==> src/rtl/uart_tx_fifo.sv <==
// UART transmitter fed by a small power-of-two FIFO; frames are start, LSB-first data,
// optional parity and 1..2 stop bits. Define UART_TX_BREAK_EN to add i_uart_break (BREAK/MARK states).
//
// state    | meaning
// ---------+-------------------------------------------------------------
// S_IDLE   | line high, waiting for a queued word (or a break request)
// S_START  | start bit (low) for one bit-time
// S_DATA   | N_DATA_BITS data bits, LSB first
// S_PARITY | parity bit, only when PARITY_MODE != 0
// S_STOP   | N_STOP_BITS high bit-times; chains straight into the next frame
// S_BREAK  | line held low while i_uart_break is high
// S_MARK   | line high for N_STOP_BITS bit-times after a break
module uart_tx_fifo #(
  parameter int N_DATA_BITS = 8,
  parameter int CLK_DIV     = 64,
  parameter int PARITY_MODE = 0,
  parameter int N_STOP_BITS = 1,
  parameter int FIFO_DEPTH  = 4
) (
  input  logic                          i_uart_clk,
  input  logic                          i_uart_reset,
  input  logic                          i_uart_data_valid,
  input  logic [N_DATA_BITS-1:0]        i_uart_data,
`ifdef UART_TX_BREAK_EN
  input  logic                          i_uart_break,
`endif
  output logic                          o_uart_ready,
  output logic                          o_uart_tx,
  output logic                          o_uart_busy,
  output logic [$clog2(FIFO_DEPTH):0]   o_fifo_count
);

  localparam int AW = $clog2(FIFO_DEPTH);
  localparam int CW = $clog2(CLK_DIV);
  localparam int IW = $clog2(N_DATA_BITS);

  localparam logic [AW:0]   FULL_CNT  = (AW+1)'(FIFO_DEPTH);
  localparam logic [CW-1:0] BIT_LAST  = CW'(CLK_DIV - 1);
  localparam logic [IW-1:0] IDX_LAST  = IW'(N_DATA_BITS - 1);
  localparam logic          STOP_LAST = 1'(N_STOP_BITS - 1);

  typedef enum logic [2:0] {
    S_IDLE   = 3'd0,
    S_START  = 3'd1,
    S_DATA   = 3'd2,
    S_PARITY = 3'd3,
`ifdef UART_TX_BREAK_EN
    S_BREAK  = 3'd5,
    S_MARK   = 3'd6,
`endif
    S_STOP   = 3'd4
  } state_t;

  state_t                 state_q, state_d;
  logic [AW-1:0]          wr_ptr_q, wr_ptr_d;
  logic [AW-1:0]          rd_ptr_q, rd_ptr_d;
  logic [AW:0]            count_q, count_d;
  logic [CW-1:0]          bit_cnt_q, bit_cnt_d;
  logic [IW-1:0]          bit_idx_q, bit_idx_d;
  logic                   stop_idx_q, stop_idx_d;
  logic [N_DATA_BITS-1:0] shift_q, shift_d;
  logic                   parity_q, parity_d;
  logic                   tx_q, tx_d;
  logic [N_DATA_BITS-1:0] mem_q [FIFO_DEPTH];

  logic                   push;
  logic                   pop;
  logic                   fifo_empty;
  logic                   bit_last;
  logic [N_DATA_BITS-1:0] head;

  assign o_uart_ready = (count_q != FULL_CNT);
  assign o_fifo_count = count_q;
  assign o_uart_tx    = tx_q;
  assign push         = i_uart_data_valid && o_uart_ready;
  assign fifo_empty   = (count_q == '0);
  assign bit_last     = (bit_cnt_q == BIT_LAST);
  assign head         = mem_q[rd_ptr_q];

  // State register; reset wins over a same-edge push because the pointers and count are cleared.
  always_ff @(posedge i_uart_clk) begin
    if (i_uart_reset) begin
      state_q    <= S_IDLE;
      wr_ptr_q   <= '0;
      rd_ptr_q   <= '0;
      count_q    <= '0;
      bit_cnt_q  <= '0;
      bit_idx_q  <= '0;
      stop_idx_q <= 1'b0;
      shift_q    <= '0;
      parity_q   <= 1'b0;
      tx_q       <= 1'b1;
    end else begin
      state_q    <= state_d;
      wr_ptr_q   <= wr_ptr_d;
      rd_ptr_q   <= rd_ptr_d;
      count_q    <= count_d;
      bit_cnt_q  <= bit_cnt_d;
      bit_idx_q  <= bit_idx_d;
      stop_idx_q <= stop_idx_d;
      shift_q    <= shift_d;
      parity_q   <= parity_d;
      tx_q       <= tx_d;
    end
  end

  always_ff @(posedge i_uart_clk) begin
    if (push) begin
      mem_q[wr_ptr_q] <= i_uart_data;
    end
  end

  always_comb begin
    wr_ptr_d = wr_ptr_q;
    rd_ptr_d = rd_ptr_q;
    count_d  = count_q;
    if (push) begin
      wr_ptr_d = wr_ptr_q + 1'b1;
    end
    if (pop) begin
      rd_ptr_d = rd_ptr_q + 1'b1;
    end
    case ({push, pop})
      2'b10:   count_d = count_q + 1'b1;
      2'b01:   count_d = count_q - 1'b1;
      default: count_d = count_q;
    endcase
  end

  // Next-state and frame datapath; a pop always (re)loads the shift register for a fresh START.
  always_comb begin
    state_d    = state_q;
    pop        = 1'b0;
    bit_cnt_d  = bit_last ? '0 : bit_cnt_q + 1'b1;
    bit_idx_d  = bit_idx_q;
    stop_idx_d = stop_idx_q;
    shift_d    = shift_q;
    parity_d   = parity_q;
    case (state_q)
      S_IDLE: begin
        bit_cnt_d = '0;
`ifdef UART_TX_BREAK_EN
        if (i_uart_break) state_d = S_BREAK;
        else
`endif
        if (!fifo_empty) begin
          pop     = 1'b1;
          state_d = S_START;
        end
      end
      S_START: begin
        if (bit_last) begin
          state_d   = S_DATA;
          bit_idx_d = '0;
        end
      end
      S_DATA: begin
        if (bit_last) begin
          shift_d = shift_q >> 1;
          if (bit_idx_q == IDX_LAST) begin
            stop_idx_d = 1'b0;
            state_d    = (PARITY_MODE != 0) ? S_PARITY : S_STOP;
          end else begin
            bit_idx_d = bit_idx_q + 1'b1;
          end
        end
      end
      S_PARITY: begin
        if (bit_last) begin
          stop_idx_d = 1'b0;
          state_d    = S_STOP;
        end
      end
      S_STOP: begin
        if (bit_last) begin
          if (stop_idx_q != STOP_LAST) stop_idx_d = stop_idx_q + 1'b1;
`ifdef UART_TX_BREAK_EN
          else if (i_uart_break) state_d = S_BREAK;
`endif
          else if (!fifo_empty) begin
            pop     = 1'b1;
            state_d = S_START;
          end else begin
            state_d = S_IDLE;
          end
        end
      end
`ifdef UART_TX_BREAK_EN
      S_BREAK: begin
        bit_cnt_d = '0;
        if (!i_uart_break) begin
          stop_idx_d = 1'b0;
          state_d    = S_MARK;
        end
      end
      S_MARK: begin
        if (bit_last) begin
          if (stop_idx_q != STOP_LAST) stop_idx_d = stop_idx_q + 1'b1;
          else state_d = S_IDLE;
        end
      end
`endif
      default: state_d = S_IDLE;
    endcase
    if (pop) begin
      shift_d   = head;
      parity_d  = (PARITY_MODE == 2) ? ~^head : ^head;
      bit_idx_d = '0;
      bit_cnt_d = '0;
    end
  end

  // Line level follows the state one clock later through tx_q.
  always_comb begin
    tx_d        = 1'b1;
    o_uart_busy = (state_q != S_IDLE);
    case (state_q)
      S_START:  tx_d = 1'b0;
      S_DATA:   tx_d = shift_q[0];
      S_PARITY: tx_d = parity_q;
`ifdef UART_TX_BREAK_EN
      S_BREAK:  tx_d = 1'b0;
`endif
      default:  tx_d = 1'b1;
    endcase
  end

endmodule

==> config.mk <==
export PLATFORM = sky130hd
export DESIGN_NAME = uart_tx_fifo
export DESIGN_NICKNAME = d
export VERILOG_FILES = /design/src/rtl/uart_tx_fifo.sv
export SDC_FILE = /design/constraint.sdc
export NUM_CORES = 1
export LEC_CHECK = 0
export ABC_AREA = 1
export BUFFER_PORTS_ARGS = -buffer_cell sky130_fd_sc_hd__buf_2
export CORE_UTILIZATION = 30
export CTS_CLUSTER_DIAMETER = 150
export CTS_CLUSTER_SIZE = 10
export DETAILED_ROUTE_END_ITERATION = 6
export GPL_ROUTABILITY_DRIVEN = 0
export PLACE_DENSITY = 0.51
export SYNTH_ARGS = -nofsm -noshare
export SYNTH_HDL_FRONTEND = slang
export SYNTH_SLANG_ARGS = --single-unit
export TNS_END_PERCENT = 100
==> constraint.sdc <==
create_clock -name i_uart_clk -period 2.8 [get_ports i_uart_clk]
set_input_delay 0.56 -clock i_uart_clk [delete_from_list [all_inputs] [get_ports i_uart_clk]]
set_output_delay 0.56 -clock i_uart_clk [all_outputs]
set_load 0.01 [all_outputs]
## Yosys cells after proc, flatten, opt, wreduce, memory -nomap -nowiden

Memory sizes are Yosys's and may differ from the RTL's. A register that Yosys moved wholly into a read port is not among the register bits.
Index checks and enable logic that the tools add are counted.

| word-level totals | value |
|---|---|
| memories | 1 |
| output and inout bits | 6 |
| ROM bits | 0 |
| bits in latches | 0 |
| bits in writable memories | 32 |
| bits in registers | 30 |

| cells by class | value |
|---|---|
| mux-type cells | 32 |
| reduce and logical (&&, ||, !) cells | 16 |
| order comparisons | 0 |
| bitwise operators | 0 |
| $add $sub $neg | 7 |
| shift-type cells | 0 |
| divide/modulo/power cells | 0 |
| equal/unequal tests | 17 |
| multiply operators | 0 |

Memories:

| name | depth | width | read ports | clocked after memory_dff | write ports | line | RTL |
|---|---|---|---|---|---|---|---|
| mem_q | 4 | 8 | 1 | 1 | 1 | 64 | `logic [N_DATA_BITS-1:0] mem_q [FIFO_DEPTH];` |

Operator list:

| kind | count |
|---|---|
| $mux W3 | 10 |
| $mux W8 | 3 |
| $ne A2 B2 Y1 const B | 8 |
| $pmux W3 S5 | 1 |
| $pmux W3 S2 | 2 |
| $mux W1 | 11 |
| $reduce_bool A2 Y1 | 4 |
| $reduce_xor A8 Y1 | 1 |
| $reduce_and A7 Y1 | 1 |
| $add A3 B1 Y3 const B | 2 |
| $add A6 B1 Y6 const B | 1 |
| $eq A3 B2 Y1 const B | 2 |
| $eq A3 B3 Y1 const B | 2 |
| $eq A6 B6 Y1 const B | 1 |
| $logic_not A3 Y1 | 2 |
| $pmux W1 S3 | 2 |
| $reduce_bool A3 Y1 | 2 |
| $reduce_and A5 Y1 | 1 |
| $add A2 B1 Y2 const B | 2 |
| $mux W2 | 2 |
| $reduce_and A4 Y1 | 1 |
| $reduce_or A4 Y1 | 1 |
| $eq A3 B1 Y1 const B | 1 |
| $ne A3 B3 Y1 const B | 1 |
| 8 further kinds | 8 |

## Longest topological paths before layout

Gate-level depths: netlist of the first run.

| depth | value |
|---|---|
| depth in word-level cells | 7 |
| depth in mapped cells | 15 |
| gate-level depth less buffers | 14 |

## Least setup slack after synthesis of the first run

Ideal clock, no wire load.

| path | value |
|---|---|
| path kind | reg-to-reg |
| from | reg bit_cnt_q[0] |
| to | reg count_q[2] (netlist: o_fifo_count[2]) |
| period minus slack after synthesis | 2.241 ns |
| cell stages (with the launch flop) | 14 |
| arrival | 2.119 ns |
| slack | 0.559 ns |
| data required time | 2.678 ns |
| library setup time | 0.122 ns |
| path through | dfxtp_1 ha_1 nand3_2 nor3_4 nor2_2 nor2_8 buf_6 ha_1 inv_1 fa_1 a21oi_1 o21ai_0 o21ai_0 a21oi_1 |

| on the way | value |
|---|---|
| word-level cells in the longest chain between the ends | 5 |
| elaborated cells between the ends (all ways) | 7 |
| those cells by class | eq/ne: 3; mux: 3; reduce/logical: 1 |

Ends and longest elaborated chain:

| item | line | RTL |
|---|---|---|
| from (decl) | 58 | `logic [CW-1:0] bit_cnt_q, bit_cnt_d;` |
| from (signal assigned) | 98 | `bit_cnt_q <= bit_cnt_d;` |
| $eq A6 B6 Y1 (*) | 77 | `assign bit_last = (bit_cnt_q == BIT_LAST);` |
| $mux W1 (*) | 175 | `if (bit_last) begin` |
| $pmux W1 S2 (*) | 139 | `case (state_q)` |
| $eq A2 B1 Y1 / $eq A2 B2 Y1 (equally long branches) | 123 | `case ({push, pop})` |
| $pmux W3 S2 / $reduce_bool A2 Y1 (equally long branches) | n/a |  |
| to (signal assigned) | 97 | `count_q <= count_d;` |
| to (decl) | 57 | `logic [AW:0] count_q, count_d;` |

Every way passes the cells marked *; elsewhere a longest branch is shown, timed or not.
A chain may end at the register's enable or synchronous reset.

## Worst setup path after layout of the first run

Same ends and word-level chain as after synthesis.

==> results of run 1 <==
-- placed cells by master (no fill, tap or decap), types with 6 or more instances in the layout --
master,synthesis,layout
nand2_1,117,117
clkbuf_8,0,9
nand2_2,6,6
ha_1,8,8
dfxtp_1,31,31
buf_2,2,16
inv_1,27,27
a31oi_1,6,6
a21oi_1,16,16
edfxtp_1,32,32
o21ai_0,10,10
nor2_1,22,22
nand3_1,26,26
-- registers in the layout, indices dropped and copies added (netlist names), named ones only --
register      count
bit_idx_q         3
rd_ptr_q          2
shift_q           8
bit_cnt_q         6
o_uart_tx         1
parity_q          1
mem_q            32
state_q           3
o_fifo_count      3
wr_ptr_q          2
-- path summary, 6_finish.rpt --
path / from / slack [ns] / to / cells after the start
hold / removal: i_uart_data[3] / 0.44 / mem_q[0][3] / 1
hold reg to reg: bit_cnt_q[0] / 0.45 / bit_cnt_q[0] / 1
setup reg to reg: bit_cnt_q[0] / 0.40 / o_fifo_count[2] / 12
setup / recovery: bit_cnt_q[0] / 0.40 / o_fifo_count[2] / 12
-- per-stage QoR --
| stage | area [µm²] | hold slack [ns] | std cells | setup WS, ns |
|---|---|---|---|---|
| 6_report | 3310 | 0.439 | 492 | 0.401 |
| 5_1_grt | 3310 | 0.428 | 492 | 0.0554 |
| 3_3_place_gp | 3130 | 0.432 | 476 | 0.432 |
| 3_5_place_dp | 3130 | 0.441 | 476 | 0.400 |
| 2_1_floorplan | 2920 | 0.418 | 334 | 0.559 |
| 4_1_cts | 3310 | 0.422 | 492 | 0.383 |
-- cell families (layout without fill, tap and decap cells) --
logic type                 Yosys count  count (layout)
AOI/OAI and AO/OA                   35              35
xor gates and xnor gates             4               4
DFF                                 63              63
buffers and inverters               41              70
adders and majority gates            9               9
and+or+nand+nor                    182             182
-- final cells by class --
type / count / area, µm²
clock inverter: 7 / 63.8
fill: 965 / 6010
tap: 129 / 161
multi-input combinational: 230 / 1140
clock buffer: 9 / 124
inverter: 33 / 129
timing repair buffer: 21 / 118
sequential: 63 / 1580
-- worst max-delay path: stages (launching register included) --
cell and delay (ns):
dfxtp_1 0.35, ha_1 0.21, nand3_2 0.12, nor3_4 0.20
nor2_2 0.10, nor2_8 0.23, ha_1 0.19, inv_1 0.06
fa_1 0.37, a21oi_1 0.14, o21ai_0 0.11, o21ai_0 0.16
a21oi_1 0.05
-- routing by layer --
layer	wire [µm]	up-vias	global-route usage [%]
met5	0	-	0
met4	142	0	7.47
met3	102	11	2.84
met2	2500	24	19.0
met1	2730	957	15.6
li1	-	1133	-
-- power by group through the flow --
stage | Sequential, mW | Combinational [mW] | Clock [mW]
after floorplan | 1.24 | 1.07 | 0
after detailed placement | 1.28 | 1.29 | 0
after global placement | 1.28 | 1.27 | 0
after CTS | 1.26 | 1.30 | 0.779
final | 1.26 | 1.28 | 0.761
after global routing | 1.28 | 1.50 | 0.822
==> run metrics, run 1 <==
status=complete, no violations; RSZ-0062 raised after global routing=false; CTS Root Cell=clkbuf_8; Initial DRC Count=120; post-route ant nets=0; max-slew violations=0; Area Overhead vs Synth=13.6%; clock group share of total power=23.0%; Horiz. Die Dim=101 µm; ys flop type=edfxtp_1; Switching Fraction=40.2%; largest cells by area after synthesis=edfxtp_1 33%, dfxtp_1 21%, nand2_1 15%, nand3_1 4.5%, inv_1 3.5%; area leader, netlist=edfxtp_1; combinational power share=38.8%; Cell Pwr Density=996 nW/µm²; Final Cycle Share=85.7%; Sink Count=63; worst vdd ir=0.000384 V; Layout Nets=378; number of synthesized flops with an enable pin=32; share of cells above drive strength 1=14.9%; post-synthesis adder-cell area fraction=4.12%; Worst Hold Class=primary input to register; skew final=0.00844 ns; Die Area=10100 µm²; Core Rows=35; minimum clock period=2.40 ns; async set-reset flop share out of synthesis=0%; leakage power=1.37 nW; Clock Path Buffers=2; clk_lat worst skew=0.34 ns; setup TNS=0 ns; Crit. End Element=register; mux share of post-synthesis cell area=0%; slew margin rel.=51.3%; Reg power frac=38.2%; largest net degree at the start of global routing=19; final hold violation count=0; clock-pin slew on the worst setup and hold paths=0.07 ns; worst slew pin tran=0.730 ns; vias in the first global route=2057; most frequent cells after synthesis=117 x nand2_1, 32 x edfxtp_1, 31 x dfxtp_1, 27 x inv_1, 26 x nand3_1; via/cell ratio=4.32; syn avg cell area=8.74 µm²; Die Span Y=101 µm; distinct cell type count after synthesis=30; CP max FO=17; Mapped Cells=334; Synth Area in Compound Gates=6.52%; Synth Register Bits=63; Clock H-tree levels=3; Max Clock Freq=417 MHz; I/O pin total=17; Post-DP HPWL=3.79 mm; main combinational cell family by area after synthesis=simple AND/OR/NAND/NOR gates; core area=9330 µm²; Post-Route WL=5.48 mm; Vias=2125; most common cell in the synthesized netlist=nand2_1; Net Switching=1.33 mW; final setup vio count=0; GR Util All Layers=12.3%; Yosys top cell area share=32.9%; Internal Dissipation=1.97 mW; Residual DRC=0; sequential share of the synthesized area=54.2%; Mapped Area=2920 µm²; post-DR wirelength/cell=11.1 µm; crit path launch type=register; XOR/XNOR Fraction of Synth Area=1.20%; Worst EP required=3.03 ns; first-pass GRT wire length=9.45 mm; number of post-CTS setup repair buffers=0; Setup Crit Path Kind=register to register; initial antenna violation count=0; post-synthesis simple-gate area fraction=27.1%; Overflow after GRT=0; Synth Warn #=0; Net Count, Synth=354; drt pass-1 iters=5; Num CTS Buffers=9; Starting Density=31.3%; utilization after layout=35.5%; post-cts sizing count=0; Max Cap Viol=0; Buffers on Ports=16; hold_buf cts=0; CTS tree=built; # diodes=0; Worst Path Arrival=2.63 ns; Total Power=3.30 mW
Power figures use the tool's default switching activity.
==> run 2, diff against run 1 <==
Settings changed: ABC_AREA 1 to default, BUFFER_PORTS_ARGS -buffer_cell sky130_fd_sc_hd__buf_2 to default, DONT_BUFFER_PORTS from default to 1, MAX_ROUTING_LAYER from default to met4, PLACE_DENSITY 0.51 to 0.5.
==> run 2 against run 1 <==
Critical path depth is 2 lower; synthesized cell count is 39% lower; clock-buffer cell count stayed put; via count is 31% lower; total power is 13% lower; final area is 12% lower; sequential share of layout area is 6.8 points higher; first-iteration DRC count is 47% lower; non-clock buffer count is 18 lower; area after synthesis is 10% lower; largest cell class unchanged.
==> run metrics, run 2 <==
Starting Density=31.3% (+0.042 points); multi-input logic area=952 µm² (-16%); Clock Path Buffers=2 (unchanged); Yosys top cell area share=36.8% (+3.8 points); post-route ant nets=0 (unchanged); Final Cycle Share=87.2% (+1.5 points); pre-CTS WS=0.368 ns (-0.0318 ns); clock group share of total power=25.1% (+2.1 points); ys flop type=edfxtp_1; worst vdd ir=0.000342 V (-11%); Area Overhead vs Synth=11.0%; largest cells by area after synthesis=edfxtp_1 37%, dfxtp_1 24%, mux4_2 6.9%, ha_1 3.8%, xnor2_1 3.7%; CTS Root Cell=clkbuf_8; CTS tree=built; Synth Warn #=0 (unchanged); final hold violation count=0 (unchanged); Hold Path End=state_q[2]; most common cell in the synthesized netlist=edfxtp_1; Num CTS Buffers=9 (unchanged); clock-pin slew on the worst setup and hold paths=0.08 ns (about the same); post-cts sizing count=0 (unchanged); via/cell ratio=4.59 (+6.3%); post-DR wirelength/cell=14.1 µm (+26%); final setup vio count=0 (unchanged); Worst Hold Depth=1 (unchanged); largest net degree at the start of global routing=26 (+7); Clock H-tree levels=3 (unchanged); Net Count, Synth=225 (-36%); FF-to-FF End=o_fifo_count[2]; Sequential Area=1580 µm² (unchanged); Vias=1474 (-31%); crit path launch type=register; Horiz. Die Dim=95.3 µm (-5.3%); Worst EP required=3.08 ns (+0.05 ns); setup TNS=0 ns (unchanged); Post-Route WL=4.52 mm (-17%); syn avg cell area=12.7 µm² (+46%); drt pass-1 iters=4 (-1); Mapped Cells=205 (-39%); hold_buf cts=0 (unchanged); skew final=0.0117 ns (+0.00327 ns); final setup margin=0.358 ns (-0.0429 ns); most frequent cells after synthesis=32 x edfxtp_1, 31 x dfxtp_1, 22 x nor2_1, 14 x a21oi_1; async set-reset flop share out of synthesis=0% (unchanged); most frequent cells in the layout=32 x edfxtp_1, 31 x dfxtp_1, 22 x nor2_1; Fill cells=834 (-14%); Die Area=9090 µm² (-10%); GR Util All Layers=11.7% (-0.54 points); area leader, netlist=edfxtp_1; max-slew violations=0 (unchanged); Cell Pwr Density=990 nW/µm² (-0.55%); worst slew pin tran=0.711 ns (-0.0187 ns); Worst Path Arrival=2.72 ns (+0.09 ns); status=complete, no violations; combinational power share=30.2% (-8.6 points); initial antenna violation count=0 (unchanged); sequential share of the synthesized area=60.5% (+6.3 points); CP max FO=4 (-13); Top reg by flops=mem_q; R2R Setup Slk=0.36 ns (-0.04 ns); # diodes=0 (unchanged); slew margin rel.=52.6% (+1.3 points); Worst Hold Class=primary input to register; Net Switching=989 µW (-25%); distinct cell type count after synthesis=34 (+13%); Reg power frac=44.7% (+6.5 points); core area=8340 µm² (-11%); clk_lat worst skew=0.35 ns (about the same); Initial DRC Count=64 (-47%); Switching Fraction=34.4% (-5.7 points); share of cells above drive strength 1=13.9% (-0.99 points); Residual DRC=0 (unchanged); Die Span Y=95.3 µm (-5.3%); leading registers by flop count=mem_q: 32 flops, shift_q: 8 flops, bit_cnt_q: 6 flops; Sink Count=63 (unchanged); Overflow after GRT=0 (unchanged); Post-DP HPWL=2.96 mm (-22%); Max Cap Viol=0 (unchanged); most common cell after layout, fill and taps aside=edfxtp_1; hold path start=i_uart_reset; first-pass GRT wire length=7.36 mm (-22%); Crit. End Element=register; I/O pin total=17 (unchanged); worst r2r path cells=10 (-2); minimum clock period=2.44 ns (+0.0429 ns); Max Clock Freq=410 MHz (-1.8%); Layout Nets=231 (-39%); Core Rows=33 (-5.7%); Internal Dissipation=1.88 mW (-4.6%); Setup Crit Path Kind=register to register; number of synthesized flops with an enable pin=32 (unchanged); Buffers on Ports=0 (-16); leakage power=0.974 nW (-29%); number of post-CTS setup repair buffers=0 (unchanged); Mapped Area=2610 µm² (-10%); Reg-to-Reg Start=bit_cnt_q[0]; vias in the first global route=1454 (-29%); max reg flops=32 (unchanged); Synth Register Bits=63 (unchanged); RSZ-0062 raised after global routing=false
==> run 2: changes by cell type after synthesis, sizes merged, moves of 7 or more <==
cell,previous run,this run
o21ai,10,3
nand2,123,11
xnor2,1,11
a22oi,0,10
nand3,27,4
inv,33,9
mux4,0,8
==> run 2: cell families after synthesis <==
family          Yosys count  share of synthesized area (%)
flops                    63                           60.5
simple gates             61                           11.9
compound gates           29                           6.94
buf+inv                  17                           3.02
xor+xnor                 16                           5.36
mux                      10                           7.66
fa+ha+maj                 9                           4.60
==> run 2: how the worst max path moves through the flow <==
stage	from	endpoint	slack (ns)
2_1_floorplan	bit_cnt_q[0]	o_fifo_count[2]	0.17
3_3_place_gp	bit_cnt_q[0]	o_fifo_count[2]	0.43
3_5_place_dp	bit_cnt_q[0]	o_fifo_count[2]	0.37
4_1_cts	bit_cnt_q[0]	o_fifo_count[2]	0.35
5_1_grt	bit_cnt_q[0]	o_fifo_count[2]	0.20
6_report	bit_cnt_q[0]	o_fifo_count[2]	0.36
==> run 2: layout make-up <==
cell class / instances / share of cell area, %
tap: 105 / 4.53
sequential: 63 / 54.5
inverter: 9 / 1.16
clock inverter: 7 / 1.90
multi-input combinational: 125 / 32.8
timing repair buffer: 3 / 0.777
clock buffer: 9 / 4.27
==> run 2: power by group through the flow <==
stage,Sequential [mW],Combinational (mW),Clock (mW)
CTS,1.29,0.886,0.741
detailed placement,1.31,0.878,0
global placement,1.30,0.881,0
finish,1.28,0.867,0.720
global route,1.31,0.974,0.780
floorplan,1.22,0.810,0
==> run 2: critical path, stage by stage, from the launching register on <==
cell,delay (ns)
dfxtp_1,0.36
ha_1,0.23
nand4_2,0.18
o21ai_1,0.22
and2_1,0.18
ha_1,0.18
inv_1,0.06
fa_1,0.37
xor2_1,0.16
or3_1,0.31
a21oi_1,0.14
==> run 2: metrics by stage <==
stage	instances	util [%]	area, µm²	hold WS (ns)	total power, mW
CTS	321	34.8	2900	0.254	2.91
global placement	305	32.6	2720	0.432	2.18
detailed placement	305	32.6	2720	0.442	2.19
finish	321	34.8	2900	0.273	2.87
global route	321	34.8	2900	0.254	3.06
floorplan	205	-	2610	0.418	2.03
==> run 2: per-layer routing <==
layer  up-vias  global-route usage, %  wire length (µm)
met3         4                   5.58               246
met5         -                      -                 0
li1        754                      -                 -
met2        25                   16.1              1990
met1       691                   14.6              2250
met4         0                   5.30                40
